File: src/rtl/debug_mem_sequencer.sv
// Debug-monitor access sequencer: halts the CPU, performs one word access on
// the instruction or data memory debug port, and returns a one-cycle response.
module debug_mem_sequencer #(
    parameter int unsigned TIMEOUT_CYCLES = 64
) (
    input  logic        cpu_clk,
    input  logic        sys_rstn,
    // Request: accepted on a cycle where req_valid & req_ready are both high;
    // the requester holds all req_* fields until then. Response: rsp_valid is
    // a single-cycle pulse with no backpressure, rsp_error/rsp_rdata qualified by it.
    input  logic        req_valid,
    output logic        req_ready,
    input  logic        req_write,
    input  logic        req_imem_p_dmem_n,
    input  logic [31:0] req_addr,
    input  logic [31:0] req_wdata,
    output logic        rsp_valid,
    output logic        rsp_error,
    output logic [31:0] rsp_rdata,
    input  logic        debug_hold,
    output logic        halt_req,
    input  logic        halt_ack,
    output logic [31:0] mem_addr,
    output logic [31:0] mem_wdata,
    output logic        imem_ce,
    output logic        imem_we,
    output logic        dmem_ce,
    output logic        dmem_we,
    input  logic [31:0] imem_rdata,
    input  logic [31:0] dmem_rdata,
    input  logic        imem_rdata_ready,
    input  logic        dmem_rdata_ready,
    output logic [2:0]  dbg_state
);

    typedef enum logic [2:0] {
        S_IDLE      = 3'd0,
        S_HALT_WAIT = 3'd1,
        S_ACCESS    = 3'd2,
        S_WAIT_DATA = 3'd3,
        S_RESP      = 3'd4
    } state_e;

    localparam logic [15:0] TIMER_LAST = 16'(TIMEOUT_CYCLES - 1);

    state_e      state_q, state_d;
    logic [15:0] timer_q, timer_d;
    logic        write_q, write_d;
    logic        sel_imem_q, sel_imem_d;
    logic [31:0] addr_q, addr_d;
    logic [31:0] wdata_q, wdata_d;
    logic        err_q, err_d;
    logic [31:0] rdata_q, rdata_d;

    logic        sel_ready;
    logic [31:0] sel_rdata;
    logic        timer_last;
    logic        strobe_active;
    logic        we_active;

    always_ff @(posedge cpu_clk or negedge sys_rstn) begin
        if (!sys_rstn) begin
            state_q    <= S_IDLE;
            timer_q    <= '0;
            write_q    <= 1'b0;
            sel_imem_q <= 1'b0;
            addr_q     <= '0;
            wdata_q    <= '0;
            err_q      <= 1'b0;
            rdata_q    <= '0;
        end else begin
            state_q    <= state_d;
            timer_q    <= timer_d;
            write_q    <= write_d;
            sel_imem_q <= sel_imem_d;
            addr_q     <= addr_d;
            wdata_q    <= wdata_d;
            err_q      <= err_d;
            rdata_q    <= rdata_d;
        end
    end

    assign sel_ready  = sel_imem_q ? imem_rdata_ready : dmem_rdata_ready;
    assign sel_rdata  = sel_imem_q ? imem_rdata : dmem_rdata;
    assign timer_last = (timer_q == TIMER_LAST);

    always_comb begin
        state_d    = state_q;
        timer_d    = timer_q;
        write_d    = write_q;
        sel_imem_d = sel_imem_q;
        addr_d     = addr_q;
        wdata_d    = wdata_q;
        err_d      = err_q;
        rdata_d    = rdata_q;
        case (state_q)
            S_IDLE: begin
                if (req_valid) begin
                    write_d    = req_write;
                    sel_imem_d = req_imem_p_dmem_n;
                    addr_d     = req_addr;
                    wdata_d    = req_wdata;
                    timer_d    = '0;
                    state_d    = S_HALT_WAIT;
                end
            end
            S_HALT_WAIT: begin
                if (halt_ack) begin
                    state_d = S_ACCESS;
                end else if (timer_last) begin
                    err_d   = 1'b1;
                    state_d = S_RESP;
                end else begin
                    timer_d = timer_q + 16'd1;
                end
            end
            S_ACCESS: begin
                if (!halt_ack) begin
                    err_d   = 1'b1;
                    state_d = S_RESP;
                    if (!write_q) begin
                        rdata_d = '0;
                    end
                end else if (write_q) begin
                    err_d   = 1'b0;
                    state_d = S_RESP;
                end else begin
                    timer_d = '0;
                    state_d = S_WAIT_DATA;
                end
            end
            S_WAIT_DATA: begin
                // Losing the halt outranks data arriving in the same cycle.
                if (!halt_ack) begin
                    err_d   = 1'b1;
                    rdata_d = '0;
                    state_d = S_RESP;
                end else if (sel_ready) begin
                    err_d   = 1'b0;
                    rdata_d = sel_rdata;
                    state_d = S_RESP;
                end else if (timer_last) begin
                    err_d   = 1'b1;
                    rdata_d = '0;
                    state_d = S_RESP;
                end else begin
                    timer_d = timer_q + 16'd1;
                end
            end
            S_RESP: begin
                state_d = S_IDLE;
            end
            default: begin
                state_d = S_IDLE;
            end
        endcase
    end

    // Strobes are gated by halt_ack so a dropped halt kills them in the same cycle.
    always_comb begin
        strobe_active = ((state_q == S_ACCESS) || (state_q == S_WAIT_DATA)) && halt_ack;
        we_active     = (state_q == S_ACCESS) && halt_ack && write_q;
        imem_ce       = strobe_active && sel_imem_q;
        dmem_ce       = strobe_active && !sel_imem_q;
        imem_we       = we_active && sel_imem_q;
        dmem_we       = we_active && !sel_imem_q;
        req_ready     = (state_q == S_IDLE);
        halt_req      = (state_q != S_IDLE) || debug_hold;
        rsp_valid     = (state_q == S_RESP);
        rsp_error     = (state_q == S_RESP) && err_q;
        rsp_rdata     = rdata_q;
        mem_addr      = addr_q;
        mem_wdata     = wdata_q;
        dbg_state     = state_q;
    end

endmodule
File: config.mk
export PLATFORM = sky130hd
export DESIGN_NAME = debug_mem_sequencer
export DESIGN_NICKNAME = d
export VERILOG_FILES = /design/src/rtl/debug_mem_sequencer.sv
export SDC_FILE = /design/constraint.sdc
export NUM_CORES = 1
export LEC_CHECK = 0
export ABC_AREA = 1
export CORE_MARGIN = 3
export CORE_UTILIZATION = 38
export DETAILED_ROUTE_END_ITERATION = 10
export GPL_TIMING_DRIVEN = 0
export PLACE_DENSITY = 0.78
export SYNTH_ARGS = -nofsm -noshare
export SYNTH_HDL_FRONTEND = slang
export SYNTH_SLANG_ARGS = --single-unit
export TNS_END_PERCENT = 5
File: constraint.sdc
create_clock -name cpu_clk -period 1.5 [get_ports cpu_clk]
set_input_delay 0.3 -clock cpu_clk [delete_from_list [all_inputs] [get_ports cpu_clk]]
set_output_delay 0.3 -clock cpu_clk [all_outputs]
set_load 0.02 [all_outputs]
======== Yosys cells after proc, flatten, opt, wreduce, memory -nomap -nowiden ========
Index checks and enable logic that the tools add are counted.
storage, ports and cells
  register bits after elaboration ......... 118
  input bits .............................. 137
  output and inout bits ................... 107
  logic and storage cells ................. 74
cells by class
  add/subtract/negate cells ............... 1
  eq/ne operators ......................... 14
  muxes and demuxes ....................... 31
  reductions and logical operators ........ 20
operator list
  operator                                              count
  two-way mux 32 bit                                    6
  two-way mux 16 bit                                    7
  one-hot mux 16 bit (4 select lines)                   1
  one-hot mux 32 bit (2 select lines)                   1
  two-way mux 3 bit                                     7
  adder 16 x 1 -> 16 bit, second input constant         1
  equality test 16 x 6 -> 1 bit, second input constant  1
  inequality test 2 bit, second input constant          7
  one-hot mux 3 bit (4 select lines)                    1
  logical AND 1 bit                                     8
  two-way mux 1 bit                                     7
  AND reduction 7 bit                                   1
  equality test 3 x 2 -> 1 bit, second input constant   2
  nonzero test 3 bit                                    2
  inequality test 4 bit, second input constant          1
  AND reduction 4 bit                                   1
  nonzero test 4 bit                                    1
  equality test 3 x 1 -> 1 bit, second input constant   1
  equality test 3 bit, second input constant            1
  logical NOT 3 bit                                     1
  inequality test 3 bit, second input constant          1
  one-hot mux 1 bit (3 select lines)                    1
  AND reduction 3 bit                                   1
  logical OR 1 bit                                      2
  3 further kinds                                       3

======== Longest topological paths before layout ========
  depth after elaboration ................. 5
  mapped depth ............................ 11
  mapped depth without buffers ............ 10

======== Least setup slack after synthesis ========
No wires, ideal clock.
  kind .................................... register to register
  start ................................... register state_q[1], in the netlist dbg_state[1]
  end ..................................... register addr_q[0], in the netlist mem_addr[0]
  setup time .............................. 125 ps
  arrival time ............................ 1,535 ps
  data required time ...................... 1,375 ps
  setup slack ............................. -160 ps
  stages on the path, launching flop included .. 8
  buffers on the path ..................... 2
  period minus slack after synthesis ...... 1,660 ps
  cells stage by stage .................... dfrtp_1 inv_2 nand2_2 nor2_4 nand2_2 buf_6 buf_6 mux2_4
on the way
  cells in the longest elaborated chain, start to end .. 2
ends and longest elaborated chain
  item                                  line  text
  start: declaration                    46    state_e state_q, state_d;
  start signal: assignment              72    state_q <= state_d;
  logical NOT 3 bit                     -
  named net req_ready                   12    output logic req_ready,
  AND reduction 2 bit (no source line)  -
  end signal: assignment                76    addr_q <= addr_d;
  end: declaration                      50    logic [31:0] addr_q, addr_d;
The timed path passes the listed nets, and every way through them passes these cells.
A chain may end at the register's enable or synchronous reset.

======== Final worst setup path ========
  start ................................... register state_q[1], in the netlist dbg_state[1]
  end ..................................... output port imem_we
on the way
  cells in the longest elaborated chain, start to end .. 4
ends and longest elaborated chain
  item                            line  text
  equality test 3 x 2 -> 1 bit    162   we_active = (state_q == S_ACCESS) && halt_ack && write_q;
  logical AND 1 bit (2 in a row)  162
  logical AND 1 bit               165   imem_we = we_active && sel_imem_q;
  end: declaration                26    output logic imem_we,
No other way between the ends.

==> impl_metrics.toml <==
[status]
status = "finished with violations"
violations = "negative setup slack"

[yosys]
synth_edf_count = 0
synthAdderAreaFrac = 0.00224
yosysSeqAreaShare = 0.529
muxShareOfSynthArea = 0.150
synthXorXnorAreaFrac = 0.00785
yosys_most_used_dff = "dfrtp_1"
yosys.area_share.simple = 0.201
synth.cell_area_sq_um = 5580
synthMostInstantiatedCell = "nand2_1"
synth_top_family_by_area = "simple AND/OR/NAND/NOR gates"
ys_warn_count = 0
avgSynthCellArea_sq_um = 10.4
netlist-cell-type-count = 29
synth_seq_cells = 118
netlist_instances = 537
synthArstFlopShare = 1.00
syn_nets = 675
synthTopCellsByArea = "dfrtp_1 53%, nand2_1 9.4%, mux2_4 7.5%"
yosysTopAreaCellShare = 0.529
yosysTopAreaCell = "dfrtp_1"
synthTopCellsByCount = "139 x nand2_1, 118 x dfrtp_1, 41 x nor2_1, 37 x mux2_2"
synth-compound-area-share = 0.0691

[layout]
insertedDiodeCount = 0
syn_to_final_growth_pct = 66.8
layout-drive-gt1-share = 0.296
final_cells = 1022
nNetsFinal = 967

[floorplanning]
io_pins = 244
coreArea_sq_um = 14100
die_width_um = 127
rows = 43
start_util = 0.396
fp.dieArea_sq_um = 16200
die_h_um = 127

[critical_path]
start_kind = "flop"
cp-end-kind = "primary output"
required_ns = 1.20
path_max_fanout = 4
arrival_ns = 1.48
regToRegSetupSlack_ns = -0.23
path_class = "flop to primary output"

[route]
via_per_inst = 4.97
via_count = 5077
ant_nets = 0
routedLengthMet1_mm = 6.54
wl_met2_mm = 8.88
wl_met3_mm = 1.35
routed_wl_mm = 17.3
drt_pre_antenna_iters = 5
remaining_drc_errors = 0
wl_per_cell_um = 16.9
drtIter0Drc = 265
top_layer = "met4"

[power_and_ir_drop]
leakagePower_uw = 0.00450
peakVddDrop_mv = 1.16
power_density_nw_per_um2 = 1920

[placed_design]
dp_hpwl_mm = 12.5
place_congestion = 0.890
dp.cells = 961
portBuffers = 243

[clocking]
clock_sinks = 118
ctsHtreeMaxLevel = 4
clkLatencyLatePin_ns = 0.41
cts_tree = "built"
clk_path_buf_depth = 2
path_clk_slew_ns = 0.06
cts_buffers = 17
clock-root-buffer = "clkbuf_16"

[run]
drv_cap = 0

[timing]
setup_violations = 86
hold_viol = 0
fin_crit_ns = 1.78
rsz0062_at_grt = "true"
slew_headroom = 0.685
finClkSkew_ns = 0.0113
holdWs_ns = 0.306
slew_violations = 0
worst_pin_slew_ns = 0.472
fin_crit_sh = 1.19
fmax_mhz = 561
worst_slack_ns = -0.282

[global_routing]
track_usage = 0.212
grt_overflow = 0
grt_max_degree = 96
antenna_found_initial = 0
grt_pass1_vias = 5234
grt_pass1_wl_mm = 27.2

[worst_hold_path]
worstHoldPathType = "input port to async pin"
==> cell type report <==
type	instances	area (sq um)
well taps	180	225
flip-flops and latches	118	2960
repair buffers	272	2590
plain buffers	23	263
clock buffers	19	453
inverters	21	86.3
fillers	1062	4790
multi-input cells	376	2590
clock inverters	13	145
==> critical path, stage by stage, from the launching register on <==
cell	delay [ns]
dfrtp_2	0.40
inv_4	0.07
nor3_4	0.21
nand3_2	0.12
nor2_2	0.11
buf_4	0.15
==> final timing paths <==
check,startpoint,endpoint,cells past startpoint
worst min-delay path,sys_rstn,mem_addr[16],2
worst min register to register,rsp_rdata[25],rsp_rdata[25],2
min in group cpu_clk,rsp_rdata[25],rsp_rdata[25],2
max in group asynchronous,sys_rstn,timer_q[0],3
worst max register to register,dbg_state[1],timer_q[12],11
worst max-delay path,dbg_state[1],imem_we,5
==> kinds of logic after synthesis <==
| kind of cell | after synthesis |
|---|---|
| mux | 65 |
| compound gates | 53 |
| simple gates | 251 |
| xor+xnor | 5 |
| flops | 118 |
| buf+inv | 44 |
| fa+ha+maj | 1 |
==> power by group <==
group / switching, uW / leakage [uW] / total, uW / internal, uW
sequential: 662 / 0.00148 / 5000 / 4340
combinational: 4580 / 0.00273 / 8870 / 4290
clock: 1490 / 0.000286 / 4030 / 2550
==> layer usage <==
| layer | up-vias | global-route usage |
|---|---|---|
| li1 | 2376 | - |
| met1 | 2432 | 0.243 |
| met2 | 225 | 0.361 |
| met3 | 44 | 0.0753 |
| met4 | 0 | 0.0852 |
| met5 | - | 0 |
==> state kept, by name, summed over array words and instances (netlist names) <==
| name | flops |
|---|---|
| dbg_state | 3 |
| err_q | 1 |
| mem_addr | 32 |
| mem_wdata | 32 |
| rsp_rdata | 32 |
| sel_imem_q | 1 |
| timer_q | 16 |
| write_q | 1 |
==> cells in the final DEF, fill, tap and decap left out, types with 4 or more instances in the layout <==
cell type / count
inv_1: 14
clkdlybuf4s50_1: 135
buf_6: 16
nor2_4: 8
nand2_4: 4
nand4_1: 7
inv_2: 4
dfrtp_1: 114
nand3_2: 4
xor2_1: 4
nand2_1: 124
o211ai_1: 33
clkbuf_8: 4
mux2_2: 37
dfrtp_2: 4
nand3_1: 14
dlygate4sd2_1: 97
nor2_1: 33
nand2_2: 13
o21ai_2: 8
buf_4: 28
or2_2: 33
clkbuf_1: 4
a21oi_1: 4
nor2_2: 5
mux2_4: 28
clkbuf_16: 19
buf_12: 4
==> metrics by stage <==
| step | setup slack [ns] | total power (uW) | setup TNS (ns) | instance area (sq um) | util |
|---|---|---|---|---|---|
| 3_5_place_dp | -0.770 | 13300 | -33.13 | 8270 | 0.587 |
| 6_report | -0.282 | 17900 | -10.65 | 9310 | 0.660 |
| 3_3_place_gp | -4.78 | 13100 | -541.37 | 8240 | 0.585 |
| 2_1_floorplan | -0.110 | 9690 | -3.80 | 5590 | - |
| 4_1_cts | -0.260 | 17300 | -9.84 | 9100 | 0.646 |
| 5_1_grt | -0.390 | 18900 | -18.10 | 9310 | 0.660 |
==> timing repair <==
item,CTS,global route
setup endpoints to repair,214,120
pin swaps,19,21
hold endpoints to repair,23,0
setup buffers,20,4
gates resized for setup,203,39
cloned,1,3
hold buffers,1,0
(Power assumes the default switching activity.)
